`config.mk`:
```
export PLATFORM = sky130hd
export DESIGN_NAME = uart_rx_deserializer
export DESIGN_NICKNAME = d
export VERILOG_FILES = /design/src/rtl/uart_pkg.sv /design/src/rtl/uart_rx_sampler.sv /design/src/rtl/uart_rx_deserializer.sv
export SDC_FILE = /design/constraint.sdc
export NUM_CORES = 1
export LEC_CHECK = 0
export CAP_MARGIN = 10
export CORE_MARGIN = 2
export CORE_UTILIZATION = 60
export DETAILED_ROUTE_END_ITERATION = 8
export HOLD_SLACK_MARGIN = 0.06
export PLACE_DENSITY_LB_ADDON = 0.05
export SYNTH_ARGS = -nofsm -noshare
export SYNTH_HDL_FRONTEND = slang
export SYNTH_SLANG_ARGS = --single-unit
```
`constraint.sdc`:
```
create_clock -name clk -period 3.6 [get_ports clk]
set_input_delay 0.72 -clock clk [delete_from_list [all_inputs] [get_ports clk]]
set_output_delay 0.72 -clock clk [all_outputs]
set_load 0.01 [all_outputs]
```
`src/rtl/uart_pkg.sv`:
```
// Shared definitions for the UART receive path.
// Holds the receiver FSM state encoding, the parity-type constants used to
// decode par_typ, and a helper that locates the centre tick of a bit period
// for a given oversampling ratio.
package uart_pkg;

  typedef enum logic [2:0] {
    IDLE      = 3'd0,
    START     = 3'd1,
    DATA      = 3'd2,
    PARITY    = 3'd3,
    STOP      = 3'd4,
    WAIT_IDLE = 3'd5
  } state_t;

  localparam logic PAR_EVEN = 1'b0;
  localparam logic PAR_ODD  = 1'b1;

  // Centre tick of a bit period; the vote uses this tick and its two neighbours.
  function automatic int unsigned vote_mid(input int unsigned oversample);
    return oversample / 2;
  endfunction

endpackage

```
`src/rtl/uart_rx_sampler.sv`:
```
// Front end of the UART receiver: line synchronizer, bit-period tick counter
// and 3-sample majority vote.
// Ports:
//   clk, RST    clock and synchronous active-high reset
//   rx_in       raw asynchronous serial line (idle high)
//   idle        high while the receiver FSM sits in IDLE
//   rx_s        synchronized line value
//   bit_val     majority of rx_s at ticks MID-1, MID and the current tick
//   sample_stb  high at tick MID+1, when bit_val is the vote for this bit
//   bit_end     high at the last tick of a bit period
module uart_rx_sampler
  import uart_pkg::*;
#(
  parameter int OVERSAMPLE = 16,
  parameter int CNT_WIDTH  = $clog2(OVERSAMPLE)
) (
  input  logic clk,
  input  logic RST,
  input  logic rx_in,
  input  logic idle,
  output logic rx_s,
  output logic bit_val,
  output logic sample_stb,
  output logic bit_end
);

  localparam int MID = int'(vote_mid(OVERSAMPLE));
  localparam logic [CNT_WIDTH-1:0] TICK_EARLY = CNT_WIDTH'(MID - 1);
  localparam logic [CNT_WIDTH-1:0] TICK_MID   = CNT_WIDTH'(MID);
  localparam logic [CNT_WIDTH-1:0] TICK_LATE  = CNT_WIDTH'(MID + 1);
  localparam logic [CNT_WIDTH-1:0] TICK_LAST  = CNT_WIDTH'(OVERSAMPLE - 1);

  logic                 sync1_q, sync1_d;
  logic                 sync2_q, sync2_d;
  logic                 early_q, early_d;
  logic                 mid_q, mid_d;
  logic [CNT_WIDTH-1:0] tick_q, tick_d;

  // While idle the counter parks at 0. The cycle in which the falling edge is
  // first seen counts as tick 0 of the start bit, so the counter leaves IDLE
  // already at 1 and every later tick lines up with the edge.
  always_comb begin
    sync1_d = rx_in;
    sync2_d = sync1_q;
    early_d = (tick_q == TICK_EARLY) ? sync2_q : early_q;
    mid_d   = (tick_q == TICK_MID)   ? sync2_q : mid_q;
    if (idle) begin
      tick_d = sync2_q ? '0 : CNT_WIDTH'(1);
    end else if (tick_q == TICK_LAST) begin
      tick_d = '0;
    end else begin
      tick_d = tick_q + CNT_WIDTH'(1);
    end
  end

  always_ff @(posedge clk) begin
    if (RST) begin
      sync1_q <= 1'b1;
      sync2_q <= 1'b1;
      early_q <= 1'b1;
      mid_q   <= 1'b1;
      tick_q  <= '0;
    end else begin
      sync1_q <= sync1_d;
      sync2_q <= sync2_d;
      early_q <= early_d;
      mid_q   <= mid_d;
      tick_q  <= tick_d;
    end
  end

  // The third sample is the live synchronized value at tick MID+1.
  assign rx_s       = sync2_q;
  assign bit_val    = (early_q & mid_q) | (early_q & sync2_q) | (mid_q & sync2_q);
  assign sample_stb = !idle && (tick_q == TICK_LATE);
  assign bit_end    = !idle && (tick_q == TICK_LAST);

endmodule

```
`src/rtl/uart_rx_deserializer.sv`:
```
// UART receiver: turns the oversampled serial line into parallel words.
// Detects the start bit, shifts in DATA_WIDTH bits LSB first, checks an
// optional parity bit and the stop bit, then reports one status pulse.
// Ports:
//   clk, RST    clock and synchronous active-high reset
//   rx_in       asynchronous serial line, idle high
//   par_en      frame carries a parity bit (latched at frame start)
//   par_typ     0 even, 1 odd parity (latched at frame start)
//   p_data      last word received without error
//   data_valid  one-cycle pulse, p_data updated
//   par_err     one-cycle pulse, parity mismatch
//   stp_err     one-cycle pulse, stop bit sampled low
//   busy        receiver is not idle
module uart_rx_deserializer
  import uart_pkg::*;
#(
  parameter int DATA_WIDTH    = 8,
  parameter int OVERSAMPLE    = 16,
  parameter int CNT_WIDTH     = $clog2(OVERSAMPLE),
  parameter int BIT_CNT_WIDTH = $clog2(DATA_WIDTH)
) (
  input  logic                  clk,
  input  logic                  RST,
  input  logic                  rx_in,
  input  logic                  par_en,
  input  logic                  par_typ,
  output logic [DATA_WIDTH-1:0] p_data,
  output logic                  data_valid,
  output logic                  par_err,
  output logic                  stp_err,
  output logic                  busy
);

  localparam logic [BIT_CNT_WIDTH-1:0] BIT_LAST = BIT_CNT_WIDTH'(DATA_WIDTH - 1);

  state_t                   state_q, state_d;
  logic [BIT_CNT_WIDTH-1:0] bit_cnt_q, bit_cnt_d;
  logic [DATA_WIDTH-1:0]    shreg_q, shreg_d;
  logic [DATA_WIDTH-1:0]    p_data_q, p_data_d;
  logic                     par_en_q, par_en_d;
  logic                     par_typ_q, par_typ_d;
  logic                     par_bad_q, par_bad_d;
  logic                     data_valid_q, data_valid_d;
  logic                     par_err_q, par_err_d;
  logic                     stp_err_q, stp_err_d;
  logic                     exp_par;

  logic rx_s;
  logic bit_val;
  logic sample_stb;
  logic bit_end;

  uart_rx_sampler #(
    .OVERSAMPLE (OVERSAMPLE),
    .CNT_WIDTH  (CNT_WIDTH)
  ) u_sampler (
    .clk        (clk),
    .RST        (RST),
    .rx_in      (rx_in),
    .idle       (state_q == IDLE),
    .rx_s       (rx_s),
    .bit_val    (bit_val),
    .sample_stb (sample_stb),
    .bit_end    (bit_end)
  );

  assign exp_par = (par_typ_q == PAR_ODD) ? ~^shreg_q : ^shreg_q;

  // Next-state and output logic. The stop bit is judged at its vote tick
  // rather than its end, which leaves the rest of the stop bit as slack for
  // the next start edge of a back-to-back frame.
  always_comb begin
    state_d      = state_q;
    bit_cnt_d    = bit_cnt_q;
    shreg_d      = shreg_q;
    p_data_d     = p_data_q;
    par_en_d     = par_en_q;
    par_typ_d    = par_typ_q;
    par_bad_d    = par_bad_q;
    data_valid_d = 1'b0;
    par_err_d    = 1'b0;
    stp_err_d    = 1'b0;

    case (state_q)
      IDLE: begin
        if (!rx_s) begin
          state_d   = START;
          par_en_d  = par_en;
          par_typ_d = par_typ;
          bit_cnt_d = '0;
          par_bad_d = 1'b0;
        end
      end
      START: begin
        if (sample_stb && bit_val) begin
          state_d = IDLE;
        end else if (bit_end) begin
          state_d = DATA;
        end
      end
      DATA: begin
        if (sample_stb) begin
          shreg_d[bit_cnt_q] = bit_val;
        end
        if (bit_end) begin
          if (bit_cnt_q == BIT_LAST) begin
            bit_cnt_d = '0;
            state_d   = par_en_q ? PARITY : STOP;
          end else begin
            bit_cnt_d = bit_cnt_q + BIT_CNT_WIDTH'(1);
          end
        end
      end
      PARITY: begin
        if (sample_stb) begin
          par_bad_d = (bit_val != exp_par);
        end
        if (bit_end) begin
          state_d = STOP;
        end
      end
      STOP: begin
        if (sample_stb) begin
          if (bit_val) begin
            state_d = IDLE;
            if (par_bad_q) begin
              par_err_d = 1'b1;
            end else begin
              data_valid_d = 1'b1;
              p_data_d     = shreg_q;
            end
          end else begin
            state_d   = WAIT_IDLE;
            stp_err_d = 1'b1;
            par_err_d = par_bad_q;
          end
        end
      end
      WAIT_IDLE: begin
        if (rx_s) begin
          state_d = IDLE;
        end
      end
      default: begin
        state_d = IDLE;
      end
    endcase
  end

  always_ff @(posedge clk) begin
    if (RST) begin
      state_q      <= IDLE;
      bit_cnt_q    <= '0;
      shreg_q      <= '0;
      p_data_q     <= '0;
      par_en_q     <= 1'b0;
      par_typ_q    <= 1'b0;
      par_bad_q    <= 1'b0;
      data_valid_q <= 1'b0;
      par_err_q    <= 1'b0;
      stp_err_q    <= 1'b0;
    end else begin
      state_q      <= state_d;
      bit_cnt_q    <= bit_cnt_d;
      shreg_q      <= shreg_d;
      p_data_q     <= p_data_d;
      par_en_q     <= par_en_d;
      par_typ_q    <= par_typ_d;
      par_bad_q    <= par_bad_d;
      data_valid_q <= data_valid_d;
      par_err_q    <= par_err_d;
      stp_err_q    <= stp_err_d;
    end
  end

  assign p_data     = p_data_q;
  assign data_valid = data_valid_q;
  assign par_err    = par_err_q;
  assign stp_err    = stp_err_q;
  assign busy       = (state_q != IDLE);

endmodule

```
Yosys cells after proc, flatten, opt, wreduce, memory -nomap -nowiden --
Cells that the tools add are included. Widths: inputs -> output; s select.
Cells by class: add/subtract/negate cells 2, order comparisons 2, equal/unequal tests 19, mux-type cells 29, bitwise logic cells 10, reduce and logical (&&, ||, !) cells 19
Operators with widths (number):
- $mux 3 | 13
- $pmux 3 s6 | 1
- $eq 4x4->1 const B | 3
- $ne 2x2->1 const B | 6
- $eq 3x3->1 const B | 3
- $mux 1 | 9
- $bwmux 8 | 1
- $mux 4 | 2
- $reduce_xnor 8->1 | 1
- $reduce_xor 8->1 | 1
- $reduce_and 7->1 | 1
- $eq 3x2->1 const B | 2
- $pmux 3 s2 | 1
- $reduce_and 3->1 | 2
- $not 1->1 | 5
- $add 4x1->4 const B | 1
- $eq 4x3->1 const B | 1
- $logic_and 1x1->1 | 4
- $lt 3x4->1 const B | 1
- $reduce_and 2->1 | 2
- $reduce_and 4->1 | 1
- $reduce_bool 2->1 | 2
- $reduce_or 4->1 | 1
- $add 3x1->3 const B | 1
- 13 further kinds | 16
Word-level totals: register bits after elaboration 36, input port bits 5, output and inout bits 12, word-level logic and storage cells 96

Depth between registers and ports, before layout --
word-level depth 6, depth in mapped cells 7, depth with buffers taken out 6

Hierarchy --
A second synthesis with hierarchy kept.
Unflattened totals: cell total of the unflattened synthesis 186, area total of the unflattened synthesis 1784.2 um^2
Modules (own cells, without submodules):
- uart_rx_deserializer | times used 1, cells each 149, area each 1407.6 um^2, seq. area each 560.5 um^2
- uart_rx_sampler | times used 1, cells each 37, area each 376.6 um^2, seq. area each 160.2 um^2

Worst setup path after synthesis --
No wires, ideal clock.
kind reg2out, from register state_q[0], to output port busy, data arrival time 909 ps, data required time 2880 ps, slack 1971 ps, cell stages (with the launch flop) 4, path buffers 1, path through dfxtp_1 buf_4 nor3_1 inv_1
Between the ends: longest elaborated chain between the ends 1
RTL lines:
- start, declared | RTL line uart_rx_deserializer.sv:36 | state_t state_q, state_d;
- start signal, assigned | RTL line uart_rx_deserializer.sv:163 | state_q <= state_d;
- $reduce_bool 3->1 | RTL line uart_rx_deserializer.sv:180 | assign busy = (state_q != IDLE);
- end, declared | RTL line uart_rx_deserializer.sv:31 | output logic busy
Every way passes these cells.

Worst setup path after layout --
from register state_q[2], to output port busy
Same word-level chain as after synthesis.

==> results.toml <==
[outcome]
status = "finished clean"

[grt]
antenna_found_initial = 0
overflow = 0
grt.total_usage = 0.2096
grt_pass1_wl_um = 5437
grt_max_degree = 37
grt_pass1_vias = 1185

[power_and_ir_drop]
power_frac_comb = 0.099
clockPowerShare = 0.314
power_per_cell_area_mw_per_mm2 = 368.8
leakagePower_nw = 0.8560
p_sw_frac = 0.2604
p_seq_frac = 0.587
irDropWorstVdd_v = 0.0003214
internal_power_mw = 0.5358
p_sw_mw = 0.1886

[logic_synthesis]
synthDistinctLibCells = 46
ys_seq_area_frac = 0.4051
ys_async_sr_fraction = 0
ys_ff_latch = 36
syn_area_mm2 = 0.001779
synth_edf_count = 0
syn-num-nets = 190
yosysWarnings = 0
syn_area_per_cell_um2 = 9.884
synth_ff_type = "dfxtp_1"
syn_inst = 180

[sta]
rsz0062_at_grt = "false"
max_slew_margin = 0.4842
hold_viol = 0
tns_ps = 0
skew_ps = 3.920
worst_hold_slack_ps = 420.3
setup_viol = 0
period_share = 0.7139
fin_crit_ps = 2570
drv_slew = 0
tightest_slew_ps = 767.3
max_freq_ghz = 0.3891
layout_setup_ws_ps = 1030

[floorplan]
core_mm2 = 0.002781
die_area_mm2 = 0.003417
fp-row-count = 19
pin_count = 17
die_h_um = 58.46
die_x_um = 58.46
initial_utilization = 0.6397

[cts]
cts_tree = "done"
cts_buffers = 5
clock-sinks = 36
cts_setup_buffers = 0
cts_root_buf = "clkbuf_4"
clkLatencyLatePin_ps = 330
clk_pin_slew_ps = 110
cts_resized = 0
cts_htree_levels = 2
hold_buffers = 0
clockBufferDepth = 2

[min_path]
min_path_type = "register to register"

[routing]
route.detailed.drc = 0
vias = 1315
drt-vias-per-instance = 5.819
ant_nets = 0
post_drt_wl_per_cell_um = 14.07
firstDrtPassIters = 4
routed_wl_um = 3179
drtIter0Drc = 52

[worst_setup_path]
crit_path_top_delay_cell = "clkdlybuf4s50_1"
endpoint_kind = "output pin"
worst-setup-path-type = "register to output pin"
critPathMaxFanout = 13
cpPeakStageDelay_ps = 500
cp.arrival_ps = 1850
startpoint_type = "register"
worstPathRequired_ps = 2880
path_cells = "nor3_1 -> inv_1 -> clkdlybuf4s50_1"

[placement]
hpwl_um = 2203
port_buffers = 16
dp_cells = 218
place_ws_ps = 1398
gp_congestion = 0.8713

[final_layout]
nets = 204
drive_gt1_frac = 0.09744
instances_no_fill = 226
layout_commonest_cell = "dfxtp_1"
post-route-util = 0.7063
num-fill-cells = 216
n_antenna_cell = 0
final_cell_mix = "36 x dfxtp_1, 27 x nor2_1, 19 x mux2i_1"
area_delta_synth_final_pct = 10.41

[job]
maxCapViolations = 0
==> cells in the mapped netlist, drive strengths merged, types with 3 or more instances <==
library cell | instances | share of area
dfxtp | 36 | 0.41
nor2 | 27 | 0.057
mux2i | 19 | 0.11
buf | 7 | 0.038
inv | 7 | 0.015
nor3 | 6 | 0.017
a21oi | 5 | 0.014
ha | 5 | 0.035
nand4 | 5 | 0.021
nor2b | 4 | 0.014
nor3b | 4 | 0.022
nor4 | 4 | 0.018
xnor2 | 4 | 0.020
nand2 | 3 | 0.0063
nand3b | 3 | 0.013
nand4b | 3 | 0.015
==> cell type report <==
| type | instances | area, um2 | area share |
|---|---|---|---|
| multi-input cells | 127 | 948.4 | 0.4828 |
| flip-flops and latches | 36 | 720.7 | 0.3669 |
| repair buffers | 17 | 167.7 | 0.08535 |
| clock buffers | 7 | 55.05 | 0.02803 |
| well taps | 31 | 38.79 | 0.01975 |
| inverters | 7 | 26.28 | 0.01338 |
| clock inverters | 1 | 7.507 | 0.003822 |
==> registers in the layout (all words and copies together) (netlist names), 3 cells and up <==
name and cells:
p_data 8, u_sampler.tick_q 4, shreg_q 8, bit_cnt_q 3, state_q 3
==> metal layers <==
layer	vias up	global-route usage	part of all wire
met3	5	0.05275	0.044
met1	612	0.2825	0.49
li1	674	-	-
met4	0	0.08970	0.014
met5	-	0	0
met2	24	0.3194	0.45
==> critical path, delay by kind of cell, from the launching register on <==
kind	cells	cell delay, ps
flip-flops	1	450
AND/OR/NAND/NOR	1	460
buffers and inverters	2	610
==> power groups by stage <==
stage	registers (mW)	clock network [mW]	logic [mW]
2_1_floorplan	0.423	0	0.0635
6_report	0.425	0.227	0.0716
3_5_place_dp	0.434	0	0.0716
4_1_cts	0.425	0.235	0.0723
5_1_grt	0.428	0.252	0.0813
3_3_place_gp	0.433	0	0.0696
==> cells by family (layout without fill, tap and decap cells) <==
group,after synthesis,count (layout),share of synthesized area
compound gates,21,21,0.08088
xor+xnor,8,8,0.05485
fa+ha+maj,6,6,0.04149
buf+inv,17,32,0.06189
flops,36,36,0.4051
mux,19,19,0.1069
simple gates,73,73,0.2489
==> through the flow <==
stage,cell area (um2),power (mW)
floorplan,1779,0.4863
global placement,1902,0.5030
detailed placement,1902,0.5059
CTS,1964,0.7324
global route,1964,0.7611
finish,1964,0.7244
==> final timing paths <==
kind	start	cells past startpoint	to	slack [ps]
min reg2reg	u_sampler.sync1_q	1	u_sampler.rx_s	420
max reg2reg	state_q[2]	3	par_bad_q	1760
max	state_q[2]	3	busy	1030
min	u_sampler.sync1_q	1	u_sampler.rx_s	420
Note: power is estimated with default switching activity, not from simulation.
